File: config.mk
export PLATFORM = sky130hd
export DESIGN_NAME = ysyx_22040759_rd_arbiter_flat
export DESIGN_NICKNAME = d
export VERILOG_FILES = /design/src/rtl/ysyx_22040759_rd_arbiter_pkg.sv /design/src/rtl/ysyx_22040759_rd_arbiter_if.sv /design/src/rtl/ysyx_22040759_ld_ext.sv /design/src/rtl/ysyx_22040759_rd_arbiter.sv /design/src/flat_wrapper.sv
export SDC_FILE = /design/constraint.sdc
export NUM_CORES = 1
export LEC_CHECK = 0
export BUFFER_PORTS_ARGS = -buffer_cell sky130_fd_sc_hd__buf_2
export CAP_MARGIN = 30
export CORE_AREA = 2 2 155 157
export CTS_BUF_LIST = sky130_fd_sc_hd__clkbuf_16
export DETAILED_ROUTE_END_ITERATION = 16
export DIE_AREA = 0 0 157 159
export GPL_TIMING_DRIVEN = 0
export HOLD_SLACK_MARGIN = 0.12
export SYNTH_ARGS = -nofsm -noshare
export SYNTH_HDL_FRONTEND = slang
export SYNTH_SLANG_ARGS = --single-unit
File: constraint.sdc
create_clock -name clk -period 2.2 [get_ports clk]
set_input_delay 0.22 -clock clk [delete_from_list [all_inputs] [get_ports clk]]
set_output_delay 0.22 -clock clk [all_outputs]
set_load 0.02 [all_outputs]
File: src/rtl/ysyx_22040759_rd_arbiter_pkg.sv
// Shared definitions for the IF/MEM read arbiter: access sizes, FSM states, owner codes.
package ysyx_22040759_rd_arbiter_pkg;

    localparam logic [1:0] SIZE_B = 2'b00;
    localparam logic [1:0] SIZE_H = 2'b01;
    localparam logic [1:0] SIZE_W = 2'b10;
    localparam logic [1:0] SIZE_D = 2'b11;

    typedef enum logic [1:0] {
        ST_IDLE  = 2'b00,
        ST_ISSUE = 2'b01,
        ST_WAIT  = 2'b10,
        ST_RESP  = 2'b11
    } arb_state_e;

    typedef enum logic {
        OWN_IF  = 1'b0,
        OWN_MEM = 1'b1
    } owner_e;

    // Instructions are 32 bits; the upper half of the returned word is discarded.
    function automatic logic [63:0] fetch_word(input logic [63:0] d);
        return {32'b0, d[31:0]};
    endfunction

endpackage

File: src/rtl/ysyx_22040759_rd_arbiter_if.sv
// Bus bundle between the IF/MEM requesters, the arbiter and the AXI read master.
// Signal suffixes are from the arbiter's point of view (slave modport).
interface ysyx_22040759_rd_arbiter_if #(
    parameter int ADDR_WIDTH = 64
) ();
    logic                  if_req_valid_i;
    logic [ADDR_WIDTH-1:0] if_addr_i;
    logic                  if_flush_i;
    logic                  if_data_valid_o;
    logic [63:0]           if_data_o;

    logic                  mem_req_valid_i;
    logic [ADDR_WIDTH-1:0] mem_addr_i;
    logic [1:0]            mem_size_i;
    logic                  mem_signed_i;
    logic                  mem_data_valid_o;
    logic [63:0]           mem_data_o;

    logic                  rd_addr_valid_o;
    logic [ADDR_WIDTH-1:0] rd_addr_o;
    logic [1:0]            rd_size_o;
    logic                  rd_data_valid_i;
    logic [63:0]           rd_data_i;

    modport slave (
        input  if_req_valid_i, if_addr_i, if_flush_i,
        output if_data_valid_o, if_data_o,
        input  mem_req_valid_i, mem_addr_i, mem_size_i, mem_signed_i,
        output mem_data_valid_o, mem_data_o,
        output rd_addr_valid_o, rd_addr_o, rd_size_o,
        input  rd_data_valid_i, rd_data_i
    );

    modport master (
        output if_req_valid_i, if_addr_i, if_flush_i,
        input  if_data_valid_o, if_data_o,
        output mem_req_valid_i, mem_addr_i, mem_size_i, mem_signed_i,
        input  mem_data_valid_o, mem_data_o,
        input  rd_addr_valid_o, rd_addr_o, rd_size_o,
        output rd_data_valid_i, rd_data_i
    );
endinterface

File: src/rtl/ysyx_22040759_ld_ext.sv
// Load-data extender: right-aligned read data widened to 64 bits by access size.
module ysyx_22040759_ld_ext
    import ysyx_22040759_rd_arbiter_pkg::*;
(
    input  logic [63:0] data_i,
    input  logic [1:0]  size_i,
    input  logic        signed_i,
    output logic [63:0] data_o
);
    always_comb begin
        data_o = data_i;
        case (size_i)
            SIZE_B:  data_o = {{56{signed_i & data_i[7]}},  data_i[7:0]};
            SIZE_H:  data_o = {{48{signed_i & data_i[15]}}, data_i[15:0]};
            SIZE_W:  data_o = {{32{signed_i & data_i[31]}}, data_i[31:0]};
            default: data_o = data_i;
        endcase
    end
endmodule

File: src/rtl/ysyx_22040759_rd_arbiter.sv
// Two-master (IF / MEM) read arbiter in front of the AXI read master.
// Define YSYX_22040759_ARB_RR_EN for round-robin; default is fixed MEM-over-IF priority.
module ysyx_22040759_rd_arbiter
    import ysyx_22040759_rd_arbiter_pkg::*;
#(
    parameter int ADDR_WIDTH = 64,
    parameter int DATA_WIDTH = 64
) (
    input  logic                        clk,
    input  logic                        rst,
    ysyx_22040759_rd_arbiter_if.slave   bus
);
    typedef struct packed {
        logic [ADDR_WIDTH-1:0] addr;
        logic [1:0]            size;
        logic                  sgn;
        owner_e                owner;
    } req_t;

    arb_state_e            state_q;
    req_t                  req_q;
    req_t                  grant_d;
    logic                  flushed_q;
    logic                  rd_vld_q;
    logic                  if_vld_q;
    logic                  mem_vld_q;
    logic [DATA_WIDTH-1:0] if_data_q;
    logic [DATA_WIDTH-1:0] mem_data_q;
    logic [63:0]           ld_data;
    logic                  if_ok;
    logic                  mem_ok;
    logic                  pick_mem;
    logic                  flush_hit;

    // A flushed fetch must not win arbitration in the cycle it is cancelled.
    assign if_ok  = bus.if_req_valid_i & ~bus.if_flush_i;
    assign mem_ok = bus.mem_req_valid_i;

`ifdef YSYX_22040759_ARB_RR_EN
    owner_e last_grant_q;
    assign pick_mem = mem_ok & (~if_ok | (last_grant_q == OWN_IF));
`else
    assign pick_mem = mem_ok;
`endif

    always_comb begin
        grant_d = '{addr: bus.if_addr_i, size: SIZE_W, sgn: 1'b0, owner: OWN_IF};
        if (pick_mem)
            grant_d = '{addr: bus.mem_addr_i, size: bus.mem_size_i,
                        sgn: bus.mem_signed_i, owner: OWN_MEM};
    end

    assign flush_hit = bus.if_flush_i & (req_q.owner == OWN_IF);

    ysyx_22040759_ld_ext u_ld_ext (
        .data_i   (bus.rd_data_i),
        .size_i   (req_q.size),
        .signed_i (req_q.sgn),
        .data_o   (ld_data)
    );

    always_ff @(posedge clk) begin
        if (rst) begin
            state_q    <= ST_IDLE;
            req_q      <= '0;
            flushed_q  <= 1'b0;
            rd_vld_q   <= 1'b0;
            if_vld_q   <= 1'b0;
            mem_vld_q  <= 1'b0;
            if_data_q  <= '0;
            mem_data_q <= '0;
`ifdef YSYX_22040759_ARB_RR_EN
            last_grant_q <= OWN_IF;
`endif
        end else begin
            rd_vld_q  <= 1'b0;
            if_vld_q  <= 1'b0;
            mem_vld_q <= 1'b0;
            case (state_q)
                ST_IDLE: begin
                    if (if_ok | mem_ok) begin
                        req_q    <= grant_d;
                        rd_vld_q <= 1'b1;
                        state_q  <= ST_ISSUE;
`ifdef YSYX_22040759_ARB_RR_EN
                        last_grant_q <= grant_d.owner;
`endif
                    end
                end
                ST_ISSUE: begin
                    if (flush_hit) flushed_q <= 1'b1;
                    state_q <= ST_WAIT;
                end
                ST_WAIT: begin
                    if (flush_hit) flushed_q <= 1'b1;
                    // The read always completes; a flushed fetch just drops its strobe.
                    if (bus.rd_data_valid_i) begin
                        state_q <= ST_RESP;
                        if (req_q.owner == OWN_MEM) begin
                            mem_vld_q  <= 1'b1;
                            mem_data_q <= ld_data;
                        end else if (!(flushed_q | bus.if_flush_i)) begin
                            if_vld_q  <= 1'b1;
                            if_data_q <= fetch_word(bus.rd_data_i);
                        end
                    end
                end
                ST_RESP: begin
                    flushed_q <= 1'b0;
                    state_q   <= ST_IDLE;
                end
                default: state_q <= ST_IDLE;
            endcase
        end
    end

    assign bus.rd_addr_valid_o  = rd_vld_q;
    assign bus.rd_addr_o        = req_q.addr;
    assign bus.rd_size_o        = req_q.size;
    assign bus.if_data_valid_o  = if_vld_q;
    assign bus.if_data_o        = if_data_q;
    assign bus.mem_data_valid_o = mem_vld_q;
    assign bus.mem_data_o       = mem_data_q;

endmodule

File: src/flat_wrapper.sv
// flat-port wrapper written by rule: the top's interface ports become plain ports
module ysyx_22040759_rd_arbiter_flat import ysyx_22040759_rd_arbiter_pkg::*;
#(
    parameter int ADDR_WIDTH = 64,
    parameter int DATA_WIDTH = 64
)
  (clk, rst, bus_if_req_valid_i, bus_if_addr_i, bus_if_flush_i, bus_if_data_valid_o, bus_if_data_o, bus_mem_req_valid_i, bus_mem_addr_i, bus_mem_size_i, bus_mem_signed_i, bus_mem_data_valid_o, bus_mem_data_o, bus_rd_addr_valid_o, bus_rd_addr_o, bus_rd_size_o, bus_rd_data_valid_i, bus_rd_data_i);
  ysyx_22040759_rd_arbiter_if #(.ADDR_WIDTH(ADDR_WIDTH)) bus_i ();
  input  logic clk;
  input  logic rst;
  input wire logic [$bits(bus_i.if_req_valid_i)-1:0] bus_if_req_valid_i;
  input wire logic [$bits(bus_i.if_addr_i)-1:0] bus_if_addr_i;
  input wire logic [$bits(bus_i.if_flush_i)-1:0] bus_if_flush_i;
  output wire logic [$bits(bus_i.if_data_valid_o)-1:0] bus_if_data_valid_o;
  output wire logic [$bits(bus_i.if_data_o)-1:0] bus_if_data_o;
  input wire logic [$bits(bus_i.mem_req_valid_i)-1:0] bus_mem_req_valid_i;
  input wire logic [$bits(bus_i.mem_addr_i)-1:0] bus_mem_addr_i;
  input wire logic [$bits(bus_i.mem_size_i)-1:0] bus_mem_size_i;
  input wire logic [$bits(bus_i.mem_signed_i)-1:0] bus_mem_signed_i;
  output wire logic [$bits(bus_i.mem_data_valid_o)-1:0] bus_mem_data_valid_o;
  output wire logic [$bits(bus_i.mem_data_o)-1:0] bus_mem_data_o;
  output wire logic [$bits(bus_i.rd_addr_valid_o)-1:0] bus_rd_addr_valid_o;
  output wire logic [$bits(bus_i.rd_addr_o)-1:0] bus_rd_addr_o;
  output wire logic [$bits(bus_i.rd_size_o)-1:0] bus_rd_size_o;
  input wire logic [$bits(bus_i.rd_data_valid_i)-1:0] bus_rd_data_valid_i;
  input wire logic [$bits(bus_i.rd_data_i)-1:0] bus_rd_data_i;
  assign bus_i.if_req_valid_i = bus_if_req_valid_i;
  assign bus_i.if_addr_i = bus_if_addr_i;
  assign bus_i.if_flush_i = bus_if_flush_i;
  assign bus_if_data_valid_o = bus_i.if_data_valid_o;
  assign bus_if_data_o = bus_i.if_data_o;
  assign bus_i.mem_req_valid_i = bus_mem_req_valid_i;
  assign bus_i.mem_addr_i = bus_mem_addr_i;
  assign bus_i.mem_size_i = bus_mem_size_i;
  assign bus_i.mem_signed_i = bus_mem_signed_i;
  assign bus_mem_data_valid_o = bus_i.mem_data_valid_o;
  assign bus_mem_data_o = bus_i.mem_data_o;
  assign bus_rd_addr_valid_o = bus_i.rd_addr_valid_o;
  assign bus_rd_addr_o = bus_i.rd_addr_o;
  assign bus_rd_size_o = bus_i.rd_size_o;
  assign bus_i.rd_data_valid_i = bus_rd_data_valid_i;
  assign bus_i.rd_data_i = bus_rd_data_i;
  ysyx_22040759_rd_arbiter #(.ADDR_WIDTH(ADDR_WIDTH), .DATA_WIDTH(DATA_WIDTH)) u_core (.clk(clk), .rst(rst), .bus(bus_i));
endmodule
Word level (Yosys, flattened, before mapping)
Cells that the tools add are included.
W data, S select, Z words.
{"block": "word_totals", "regBits": 170, "inputBits": 201, "out_inout_bits": 197, "word_cells": 54}
{"block": "op_classes", "n_eq_ne": 8, "mux": 10, "bitwise_logic": 13, "n_reduce_logical": 12}
{"cell": "$pmux W64 S3", "n": 1}
{"cell": "$mux W68", "n": 1}
{"cell": "$pmux W2 S4", "n": 1}
{"cell": "$eq A2 B2 Y1 const B", "n": 3}
{"cell": "$not A1 Y1", "n": 6}
{"cell": "$reduce_and A2 Y1", "n": 3}
{"cell": "$and A1 B1 Y1", "n": 5}
{"cell": "$eq A2 B1 Y1 const B", "n": 2}
{"cell": "$logic_not A2 Y1", "n": 2}
{"cell": "$mux W1", "n": 4}
{"cell": "$mux W2", "n": 2}
{"cell": "$ne A2 B1 Y1 const B", "n": 2}
{"cell": "$reduce_and A4 Y1", "n": 1}
{"cell": "$reduce_or A2 Y1", "n": 2}
{"cell": "$reduce_or A4 Y1", "n": 1}
{"cell": "$reduce_and A3 Y1", "n": 1}
{"cell": "$reduce_or A3 Y1", "n": 1}
{"cell": "$ne A2 B2 Y1 const B", "n": 1}
{"cell": "$or A1 B1 Y1", "n": 2}
{"cell": "$pmux W1 S2", "n": 1}
{"cell": "$reduce_bool A2 Y1", "n": 1}

Depth between registers and ports, before layout
Gate-level depths: netlist of run 1.
{"block": "logic_depth", "depth_word": 5, "mapped_depth": 8, "ltp_nobuf": 6}

By module
From an unflattened synthesis of run 1, not the netlist that was laid out.
{"block": "hier_totals", "cells_unflattened": 1067, "hier_area_um2": 9484.1}
{"mod": "ysyx_22040759_rd_arbiter", "n_inst": 1, "cells_per_inst": 918, "area_each_um2": 8563.2, "seq_area_each_um2": 3403.3}
{"mod": "ysyx_22040759_ld_ext", "n_inst": 1, "cells_per_inst": 149, "area_each_um2": 920.9, "seq_area_each_um2": 0.0}

Worst setup path after synthesis of run 1
OpenSTA, ideal clock, no wires.
{"block": "synth_timing", "path_kind": "flip-flop to flip-flop", "from": "reg u_core.state_q[0]", "to": "reg u_core.if_data_q[10] (netlist: u_core.bus.if_data_o[10])", "setup_time_ns": 0.132, "t_arrival_ns": 1.408, "t_required_ns": 2.068, "slack_ns": 0.660, "path_stages_with_launch": 9, "path_buffers": 2, "synth_period_minus_slack_ns": 1.540, "path_cell_list": "dfxtp_1 > inv_1 > ha_1 > nand2_1 > or4_1 > buf_2 > buf_6 > nand2_1 > a21oi_1"}
{"block": "synth_between", "elab_chain_len": 2}
{"item": "start: declaration", "line": "ysyx_22040759_rd_arbiter.sv:20", "text": "arb_state_e state_q;"}
{"item": "start signal: assignment", "line": "ysyx_22040759_rd_arbiter.sv:64", "text": "state_q <= ST_IDLE;"}
{"item": "start signal: assignment", "line": "ysyx_22040759_rd_arbiter.sv:84", "text": "state_q <= ST_ISSUE;"}
{"item": "start signal: assignment", "line": "ysyx_22040759_rd_arbiter.sv:92", "text": "state_q <= ST_WAIT;"}
{"item": "$eq A2 B2 Y1", "line": "ysyx_22040759_rd_arbiter.sv:79", "text": "case (state_q)"}
{"item": "$reduce_and A4 Y1 (no line)"}
{"item": "end signal: assignment", "line": "ysyx_22040759_rd_arbiter.sv:104", "text": "if_data_q <= fetch_word(bus.rd_data_i);"}
{"item": "end: declaration", "line": "ysyx_22040759_rd_arbiter.sv:27", "text": "logic [DATA_WIDTH-1:0] if_data_q;"}
Every way passes these cells.
A chain may end at the register's enable or synchronous reset.

Final worst setup path of run 1
{"block": "layout_timing", "from": "reg u_core.state_q[0]", "to": "reg u_core.mem_data_q[62] (netlist: u_core.bus.mem_data_o[62])"}
{"block": "layout_between", "elab_chain_len": 2}
{"item": "$eq A2 B2 Y1", "line": "ysyx_22040759_rd_arbiter.sv:79"}
{"item": "$reduce_and A3 Y1 (no line)"}
{"item": "end signal: assignment", "line": "ysyx_22040759_rd_arbiter.sv:101", "text": "mem_data_q <= ld_data;"}
{"item": "end: declaration", "line": "ysyx_22040759_rd_arbiter.sv:28", "text": "logic [DATA_WIDTH-1:0] mem_data_q;"}
Every way passes these cells.

==> impl_metrics.toml, run 1 <==
[power]
powerDensity_nw_per_um2 = 941
p_leak_nw = 5.35
irDropWorstVdd_mv = 0.367
power_frac_seq_pct = 36.8
internal-power_mw = 6.71
p_sw_mw = 3.71
p_sw_share_pct = 35.6
p_comb_share_pct = 35.9
p_clk_share_pct = 27.3
p_total_mw = 10.4

[global_route]
grt_pass1_wl_um = 38900
grtUsageMet3_pct = 4.08
overflow = 0
grt_pass1_vias = 7223
grt-busiest-layer = "met2"
antenna_found_initial = 0
grt_max_degree = 17
grt.met2_usage_pct = 35.6
grt_usage_pct = 19.8
gr-usage-met1_pct = 23.6

[routing]
drc = 0
viasPerCell = 4.46
wl_per_cell_um = 15.4
via_count = 7357
drt_iter0_drc = 252
antenna_left = 0
routed_wl_um = 25400
drtPass1Iterations = 6

[cts]
cts.reportedPaths.clkPinSlew_ps = 70
cts_hold_buffers = 37
clockBufferDepth = 2
htreeDepth = 4
post_cts_buffers = 0
clock_latency_ps = 420
clkSinkCount = 170
cts-buffers-inserted = 17
post_cts_resized = 0
root_buffer = "clkbuf_16"
cts_tree = "done"

[worst_setup_path]
path_cells = "inv_1 > ha_1 > nand3_1 > buf_2 > buf_1 > a21oi_1 > a211oi_2"
path_class = "reg2reg"
cpPeakStageDelay_ps = 440
r2r-end = "u_core.bus.mem_data_o[62]$_SDFFE_PP0P_"
crit_arrival_ps = 2240
cp-start-kind = "flop"
worstPathRequired_ps = 2530
critPathBufInv = 3
reg2reg_depth = 7
rrSetupSlack_ps = 290
worstReg2RegStart = "u_core.state_q[0]$_SDFFE_PP0P_"
critPathCaptureType = "flop"
cpLargestDelayFamily = "buffers and inverters"
cpMaxStageDelayCell = "buf_1"
worstPathMaxFanout = 10

[logic_synthesis]
yosysSeqAreaShare_pct = 43.5
ys_ff_latch = 170
yosysUniqueCellTypes = 34
synthCells = 870
yosysTopAreaCell = "dfxtp_1"
avgSynthCellArea_um2 = 9.00
yosys_warnings = 0
synth_top_area_share_pct = 43.5
synth_area_um2 = 7830
synthTopCellsByArea = "dfxtp_1 43%, buf_4 10%, mux2i_1 8.4%, a211oi_1 7.0%, a211oi_2 6.2%"

[status]
status = "finished, final reports clean"

[floorplan]
dieArea_um2 = 25000
die_y_um = 159
row_count = 56
initial_utilization_pct = 33.7
pin_count = 398
die_w_um = 157
core_um2 = 23200

[finish]
final_common_cell = "buf_2"
nFillCells = 2308
nNetsFinal = 1524
drive_above_1_share_pct = 43.9
syn2layout_area_growth_pct = 41.6
final_area_um2 = 11100
diodes = 0
post-route-util_pct = 47.8
final_cell_mix = "392 x buf_2, 170 x dfxtp_1, 126 x nor2_1"

[sta]
tightestPinTransition_ps = 755
fin_crit_sh_pct = 86.6
rsz0062_at_grt = "false"
finalSetupViolations = 0
worst_clock_skew_ps = 12.5
finalHoldViolCount = 0
timing.fmax_mhz = 525
finalMaxSlewViolations = 0
period_needed_ps = 1910
slew_headroom_pct = 49.7
setup_tns_ps = 0

[placement]
port_buffers = 363
placed_cell_area_um2 = 10200
place_congestion = 0.779
dpl.hpwl_um = 19800

[hold_path]
holdCritStartpoint = "bus_rd_data_i[32]"
hold_path_end = "u_core.bus.mem_data_o[32]$_SDFFE_PP0P_"
holdPathStages = 3
worstHoldPathType = "in2reg"

[job]
maxCapViolations = 0
-- metrics by stage --
step	setup WS [ps]	hold WS, ps	cells
2_1_floorplan	660	356	901
3_3_place_gp	309	440	1583
3_5_place_dp	287	443	1583
4_1_cts	269	123	1651
5_1_grt	41.7	137	1651
6_report	294	142	1651
-- final cells by class --
class / instances / area, um2 / area share (%)
clock buffer: 17 / 425 / 3.84
inverter: 4 / 15.0 / 0.136
multi-input combinational: 557 / 3400 / 30.7
timing repair buffer: 400 / 2190 / 19.7
clock inverter: 14 / 124 / 1.12
sequential: 170 / 3400 / 30.7
tap: 319 / 399 / 3.60
buffer: 170 / 1120 / 10.1
-- flip-flops by register name (all words and copies together), names as in the netlist --
| signal | flops |
|---|---|
| u_core.bus.mem_data_o | 64 |
| u_core.bus.rd_addr_o | 64 |
| u_core.flushed_q | 1 |
| u_core.bus.if_data_valid_o | 1 |
| u_core.bus.rd_size_o | 2 |
| u_core.req_q | 2 |
| u_core.bus.if_data_o | 32 |
| u_core.bus.rd_addr_valid_o | 1 |
| u_core.state_q | 2 |
| u_core.bus.mem_data_valid_o | 1 |
-- power groups by stage --
| stage | Clock (mW) | Sequential (mW) | Combinational [mW] |
|---|---|---|---|
| 2_1_floorplan | 0 | 3.94 | 2.53 |
| 3_3_place_gp | 0 | 3.88 | 3.72 |
| 3_5_place_dp | 0 | 3.90 | 3.74 |
| 5_1_grt | 3.06 | 3.90 | 4.09 |
| 4_1_cts | 2.92 | 3.83 | 3.80 |
| 6_report | 2.85 | 3.83 | 3.74 |
-- worst register-to-register path: cells and delay by family (launching register included) --
family,cells,cell delay [ps]
AO/OA/AOI/OAI,2,340
adder cells (fa/ha/maj),1,250
buffers and inverters,3,760
flip-flops,1,360
AND/OR/NAND/NOR,1,110
-- synthesized netlist by cell type, drive strengths merged --
cell type  count
a211oi       112
a21oi         84
and2           1
and3           1
buf          145
clkbuf        25
conb           1
dfxtp        170
ha             3
inv            4
mux2i         66
nand2         90
nand2b         1
nand3          3
nand3b         1
nand4bb        1
nor2         126
nor2b          2
nor3          23
nor3b          1
nor4           1
o211ai         1
o21a           1
o21ai          2
o22ai          2
o32a           1
or2            1
or4            1
-- worst max path at each step --
| stage | from | endpoint | slack [ps] | depth (start not counted) |
|---|---|---|---|---|
| after global placement | u_core.state_q[0]$_SDFFE_PP0P_ | u_core.bus.mem_data_o[62]$_SDFFE_PP0P_ | 310 | 7 |
| after CTS | u_core.state_q[0]$_SDFFE_PP0P_ | u_core.bus.mem_data_o[62]$_SDFFE_PP0P_ | 270 | 7 |
| after global routing | u_core.state_q[0]$_SDFFE_PP0P_ | u_core.bus.mem_data_o[62]$_SDFFE_PP0P_ | 40 | 7 |
| after floorplan | u_core.state_q[0]$_SDFFE_PP0P_ | u_core.bus.if_data_o[10]$_SDFFE_PP0P_ | 660 | 8 |
| final | u_core.state_q[0]$_SDFFE_PP0P_ | u_core.bus.mem_data_o[62]$_SDFFE_PP0P_ | 290 | 7 |
| after detailed placement | u_core.state_q[0]$_SDFFE_PP0P_ | u_core.bus.mem_data_o[62]$_SDFFE_PP0P_ | 290 | 7 |
-- per-layer routing --
| layer | vias up | routed length [um] |
|---|---|---|
| li1 | 3767 | - |
| met1 | 3297 | 10700 |
| met2 | 262 | 12800 |
| met3 | 31 | 1400 |
| met4 | 0 | 469 |
| met5 | - | 0 |
-- cell families after synthesis --
| group | after synthesis | synth area share (%) |
|---|---|---|
| flip-flops | 170 | 43.5 |
| buffers and inverters | 174 | 14.5 |
| multiplexers | 66 | 8.44 |
| adder cells (fa/ha/maj) | 3 | 0.480 |
| AO/OA/AOI/OAI | 203 | 19.2 |
| other | 1 | 0.0479 |
| AND/OR/NAND/NOR | 253 | 13.8 |
No activity file was read; power rests on OpenSTA's default activity.
==> run 2, diff against run 1 <==
Settings changed: PLACE_DENSITY_LB_ADDON set to 0.1.
==> run 2 against run 1 <==
- first-iteration DRC count up 17%
- global-route usage grew 0.32 points
- critical path depth is the same
- sequential share of layout area is 0.13 points lower
- clock-buffer cell count unchanged
- critical endpoint unchanged
- largest power group unchanged
- worst hold slack worse by 5.8 ps
- power down 0.56%
- flip-flop and latch count unchanged
- combinational power is essentially flat
==> impl_metrics.toml, run 2 (synthesis gave the netlist of run 1 again) <==
[finish]
syn2layout_area_growth_pct = 42.2
fin_cells = 1658
diodes = 0
final_cell_mix = "392 x buf_2, 170 x dfxtp_1, 126 x nor2_1"
nFillCells = 2347
final_common_cell = "buf_2"
drive_above_1_share_pct = 43.6
nNetsFinal = 1531

[cts]
cts_hold_buffers = 44
root_buffer = "clkbuf_16"
post_cts_buffers = 0
clock_latency_ps = 430
cts_tree = "done"
cts-buffers-inserted = 17
clockBufferDepth = 2
clkSinkCount = 170
cts.reportedPaths.clkPinSlew_ps = 70
htreeDepth = 4
post_cts_resized = 0

[worst_setup_path]
reg2reg_depth = 7
worstPathMaxFanout = 10
critPathCaptureType = "flop"
worstReg2RegStart = "u_core.state_q[0]$_SDFFE_PP0P_"
cpLargestDelayFamily = "buffers and inverters"
cpPeakStageDelay_ps = 440
path_class = "reg2reg"
worstPathRequired_ps = 2550
crit_arrival_ps = 2240
path_cells = "inv_1 > ha_1 > nand3_1 > buf_2 > buf_1 > a21oi_1 > a211oi_2"
startpoint = "u_core.state_q[0]$_SDFFE_PP0P_"
cp.depth = 7
critPathBufInv = 3
cp-start-kind = "flop"
cpMaxStageDelayCell = "buf_1"

[job]
maxCapViolations = 0

[power]
internal-power_mw = 6.61
irDropWorstVdd_mv = 0.392
p_sw_mw = 3.76
p_sw_share_pct = 36.2
power_frac_seq_pct = 37.0
p_comb_share_pct = 36.3
powerDensity_nw_per_um2 = 931
p_leak_nw = 5.38
p_clk_share_pct = 26.8

[hold_path]
holdCritStartpoint = "bus_mem_addr_i[49]"
worstHoldPathType = "in2reg"
holdPathStages = 3

[routing]
drc = 0
via_count = 7394
drtPass1Iterations = 5
routed_wl_um = 25700
drt_iter0_drc = 295
antenna_left = 0
viasPerCell = 4.46
wl_per_cell_um = 15.5

[floorplan]
core_um2 = 23200
row_count = 56
dieArea_um2 = 25000
die_y_um = 159
initial_utilization_pct = 33.7
pin_count = 398
die_w_um = 157

[sta]
fin_crit_sh_pct = 85.8
finalSetupViolations = 0
timing.fmax_mhz = 530
rsz0062_at_grt = "false"
slew_headroom_pct = 49.2
setup_tns_ps = 0
tightestPinTransition_ps = 762
finalHoldViolCount = 0
finalMaxSlewViolations = 0
period_needed_ps = 1890
worst_clock_skew_ps = 13.2

[status]
status = "finished, final reports clean"

[placement]
dpl.cell_count = 1583
port_buffers = 363
dpl.hpwl_um = 19700
place_congestion = 0.758

[global_route]
grt_pass1_vias = 7231
grt_usage_pct = 20.1
overflow = 0
grt_pass1_wl_um = 39500
grt_max_degree = 17
antenna_found_initial = 0
-- run 2: metal layers --
layer / part of all wire (%) / vias up / track usage, %
met4: 1.7 / 0 / 5.71
met1: 43 / 3324 / 24.6
li1: - / 3771 / -
met2: 49 / 272 / 35.6
met3: 6.2 / 27 / 4.14
met5: 0 / - / 0
-- run 2: stage by stage --
stage	cell area (um2)	util, %	setup WS [ps]	hold slack, ps	power, mW
after floorplan	7940	-	660	356	6.47
after global placement	10200	43.8	343	439	7.60
after detailed placement	10200	43.8	289	445	7.63
after CTS	11100	48.0	275	125	10.5
after global routing	11100	48.0	73.0	133	11.0
final	11100	48.0	313	136	10.4
-- run 2: cell type report --
class	count	area, um2	share of cell area [%]
Sequential cell	170	3400	30.6
Timing Repair Buffer	407	2260	20.3
Buffer	170	1120	10.1
Clock buffer	17	425	3.82
Clock inverter	14	101	0.911
Multi-Input combinational cell	557	3400	30.6
Tap cell	319	399	3.59
Inverter	4	15.0	0.135
-- run 2: worst paths after layout --
check / to / slack [ps]
setup / recovery: u_core.bus.mem_data_o[62]$_SDFFE_PP0P_ / 310
hold reg to reg: u_core.bus.if_data_o[1]$_SDFFE_PP0P_ / 450
hold / removal: u_core.bus.rd_addr_o[49]$_SDFFE_PP0P_ / 140
setup reg to reg: u_core.bus.mem_data_o[62]$_SDFFE_PP0P_ / 310
-- run 2: power by group through the flow --
stage          registers [mW]  logic, mW  clock network [mW]
2_1_floorplan            3.94       2.53                   0
3_3_place_gp             3.88       3.72                   0
3_5_place_dp             3.90       3.73                   0
4_1_cts                  3.83       3.80                2.85
5_1_grt                  3.90       4.11                2.96
6_report                 3.83       3.76                2.78
-- run 2: worst min-delay path, cell delays in order --
cell	delay [ps]
buf_2	100
mux2i_1	120
a211oi_1	80
==> run 3, diff against run 2 <==
Settings changed: GPL_TIMING_DRIVEN 0 to not set.
==> run 3 against run 2 <==
- global-route usage fell by 2.2 points
- critical path type unchanged
- clock skew rose by 0.89 ps
- die area did not move
- flip-flop and latch count did not move
- largest power group unchanged
- highest routed layer unchanged
==> impl_metrics.toml, run 3 (synthesis gave the netlist of run 1 again) <==
[global_route]
grt_max_degree = 100
antenna_found_initial = 1
grt_pass1_vias = 6549
grt_pass1_wl_um = 35300
overflow = 0
grt_usage_pct = 17.9

[floorplan]
initial_utilization_pct = 33.7
core_um2 = 23200
row_count = 56
die_w_um = 157
pin_count = 398
dieArea_um2 = 25000
die_y_um = 159

[power]
p_sw_mw = 3.57
power_frac_seq_pct = 39.6
irDropWorstVdd_mv = 0.484
p_sw_share_pct = 36.8
p_clk_share_pct = 29.0
powerDensity_nw_per_um2 = 942
p_comb_share_pct = 31.4
p_leak_nw = 4.77
internal-power_mw = 6.13

[hold_path]
worstHoldPathType = "in2reg"
holdCritStartpoint = "bus_if_addr_i[15]"
hold_path_end = "u_core.bus.rd_addr_o[15]$_SDFFE_PP0P_"
holdPathStages = 3

[sta]
fin_crit_sh_pct = 84.3
timing.fmax_mhz = 539
finalMaxSlewViolations = 0
finalHoldViolCount = 0
hold_slack_ps = 137
rsz0062_at_grt = "false"
worst_clock_skew_ps = 14.1
setup_tns_ps = 0
tightestPinTransition_ps = 853
period_needed_ps = 1850
slew_headroom_pct = 43.1
finalSetupViolations = 0

[worst_setup_path]
worstReg2RegStart = "u_core.state_q[0]$_SDFFE_PP0P_"
critPathCaptureType = "flop"
reg2reg_depth = 6
path_class = "reg2reg"
cp-start-kind = "flop"
crit_arrival_ps = 2200
rrSetupSlack_ps = 350
worstPathMaxFanout = 25
r2r-end = "u_core.bus.mem_data_o[60]$_SDFFE_PP0P_"
worstPathRequired_ps = 2540

[cts]
clkSinkCount = 170
htreeDepth = 4
cts-buffers-inserted = 17
cts_tree = "done"
cts.reportedPaths.clkPinSlew_ps = 70
clockBufferDepth = 2
clock_latency_ps = 420
root_buffer = "clkbuf_16"
post_cts_resized = 0

[finish]
final_cell_mix = "363 x buf_2, 170 x dfxtp_1, 126 x nor2_1"
nFillCells = 2402
drive_above_1_share_pct = 39.1
final_area_um2 = 10300
final_common_cell = "buf_2"
syn2layout_area_growth_pct = 31.7
nNetsFinal = 1384

[routing]
routed_wl_um = 23100
antenna_left = 0
viasPerCell = 4.49
wl_per_cell_um = 15.3
drt_iter0_drc = 289
via_count = 6794
drtPass1Iterations = 5
drc = 0

[placement]
placed_cell_area_um2 = 9290
port_buffers = 365
dpl.hpwl_um = 16600
place_congestion = 0.742

[job]
maxCapViolations = 0

[status]
status = "finished, final reports clean"
[run 3: cell count changes in the layout (fill, tap and decap cells not counted), moves of 3 or more]
cell           delta
buf_4            -95
buf_2            -29
clkbuf_1         -24
buf_12            +6
buf_6             -4
buf_1             -3
dlygate4sd3_1     +3
[run 3: worst max-delay path by stage]
| stage | from | to | slack, ps |
|---|---|---|---|
| 2_1_floorplan | u_core.state_q[0]$_SDFFE_PP0P_ | u_core.bus.if_data_o[10]$_SDFFE_PP0P_ | 660 |
| 3_3_place_gp | u_core.state_q[0]$_SDFFE_PP0P_ | u_core.bus.mem_data_o[44]$_SDFFE_PP0P_ | 360 |
| 3_5_place_dp | u_core.state_q[0]$_SDFFE_PP0P_ | u_core.bus.mem_data_o[61]$_SDFFE_PP0P_ | 320 |
| 4_1_cts | u_core.state_q[0]$_SDFFE_PP0P_ | u_core.bus.mem_data_o[58]$_SDFFE_PP0P_ | 300 |
| 5_1_grt | u_core.state_q[0]$_SDFFE_PP0P_ | u_core.bus.mem_data_o[58]$_SDFFE_PP0P_ | 150 |
| 6_report | u_core.state_q[0]$_SDFFE_PP0P_ | u_core.bus.mem_data_o[60]$_SDFFE_PP0P_ | 350 |
[run 3: critical path, stage by stage (launching register included)]
cell      delay [ps]
dfxtp_1          320
inv_1             90
ha_1             220
and3_2           490
buf_4            370
nor2_1            80
a211oi_2         190
[run 3: power groups by stage]
stage / Combinational [mW] / Clock (mW) / Sequential (mW)
after floorplan: 2.53 / 0 / 3.94
after global placement: 3.03 / 0 / 3.89
after detailed placement: 3.03 / 0 / 3.91
after CTS: 3.10 / 2.91 / 3.85
after global routing: 3.36 / 3.02 / 3.91
final: 3.05 / 2.81 / 3.84
[run 3: area by class of cell]
class                      instances  area [um2]  share of cell area [%]
inverter                           4        15.0                   0.146
timing repair buffer             430        2520                    24.4
antenna                            1        2.50                  0.0243
clock inverter                    15         119                    1.15
tap                              319         399                    3.87
sequential                       170        3400                    33.0
multi-input combinational        557        3430                    33.2
clock buffer                      17         425                    4.13
[run 3: routing by layer]
layer	GRT usage (%)	vias to the layer above	share of wire (%)
met4	3.92	0	0.65
li1	-	3488	-
met5	0	-	0
met3	4.63	11	6.5
met1	22.1	3032	44
met2	31.3	263	49
[run 3: per-stage QoR]
| stage | utilization, % | std cells | power, mW | worst slack (ps) |
|---|---|---|---|---|
| finish | 44.4 | 1513 | 9.70 | 345 |
| global route | 44.4 | 1513 | 10.3 | 151 |
| CTS | 44.4 | 1512 | 9.86 | 299 |
| detailed placement | 40.1 | 1433 | 6.94 | 320 |
| global placement | 40.1 | 1433 | 6.92 | 358 |
| floorplan | - | 901 | 6.47 | 660 |
[run 3: repair_timing]
action                                 4_1_cts  5_1_grt
buffers inserted                             0        0
hold buffers                                47        0
endpoints found under the hold margin       59        0
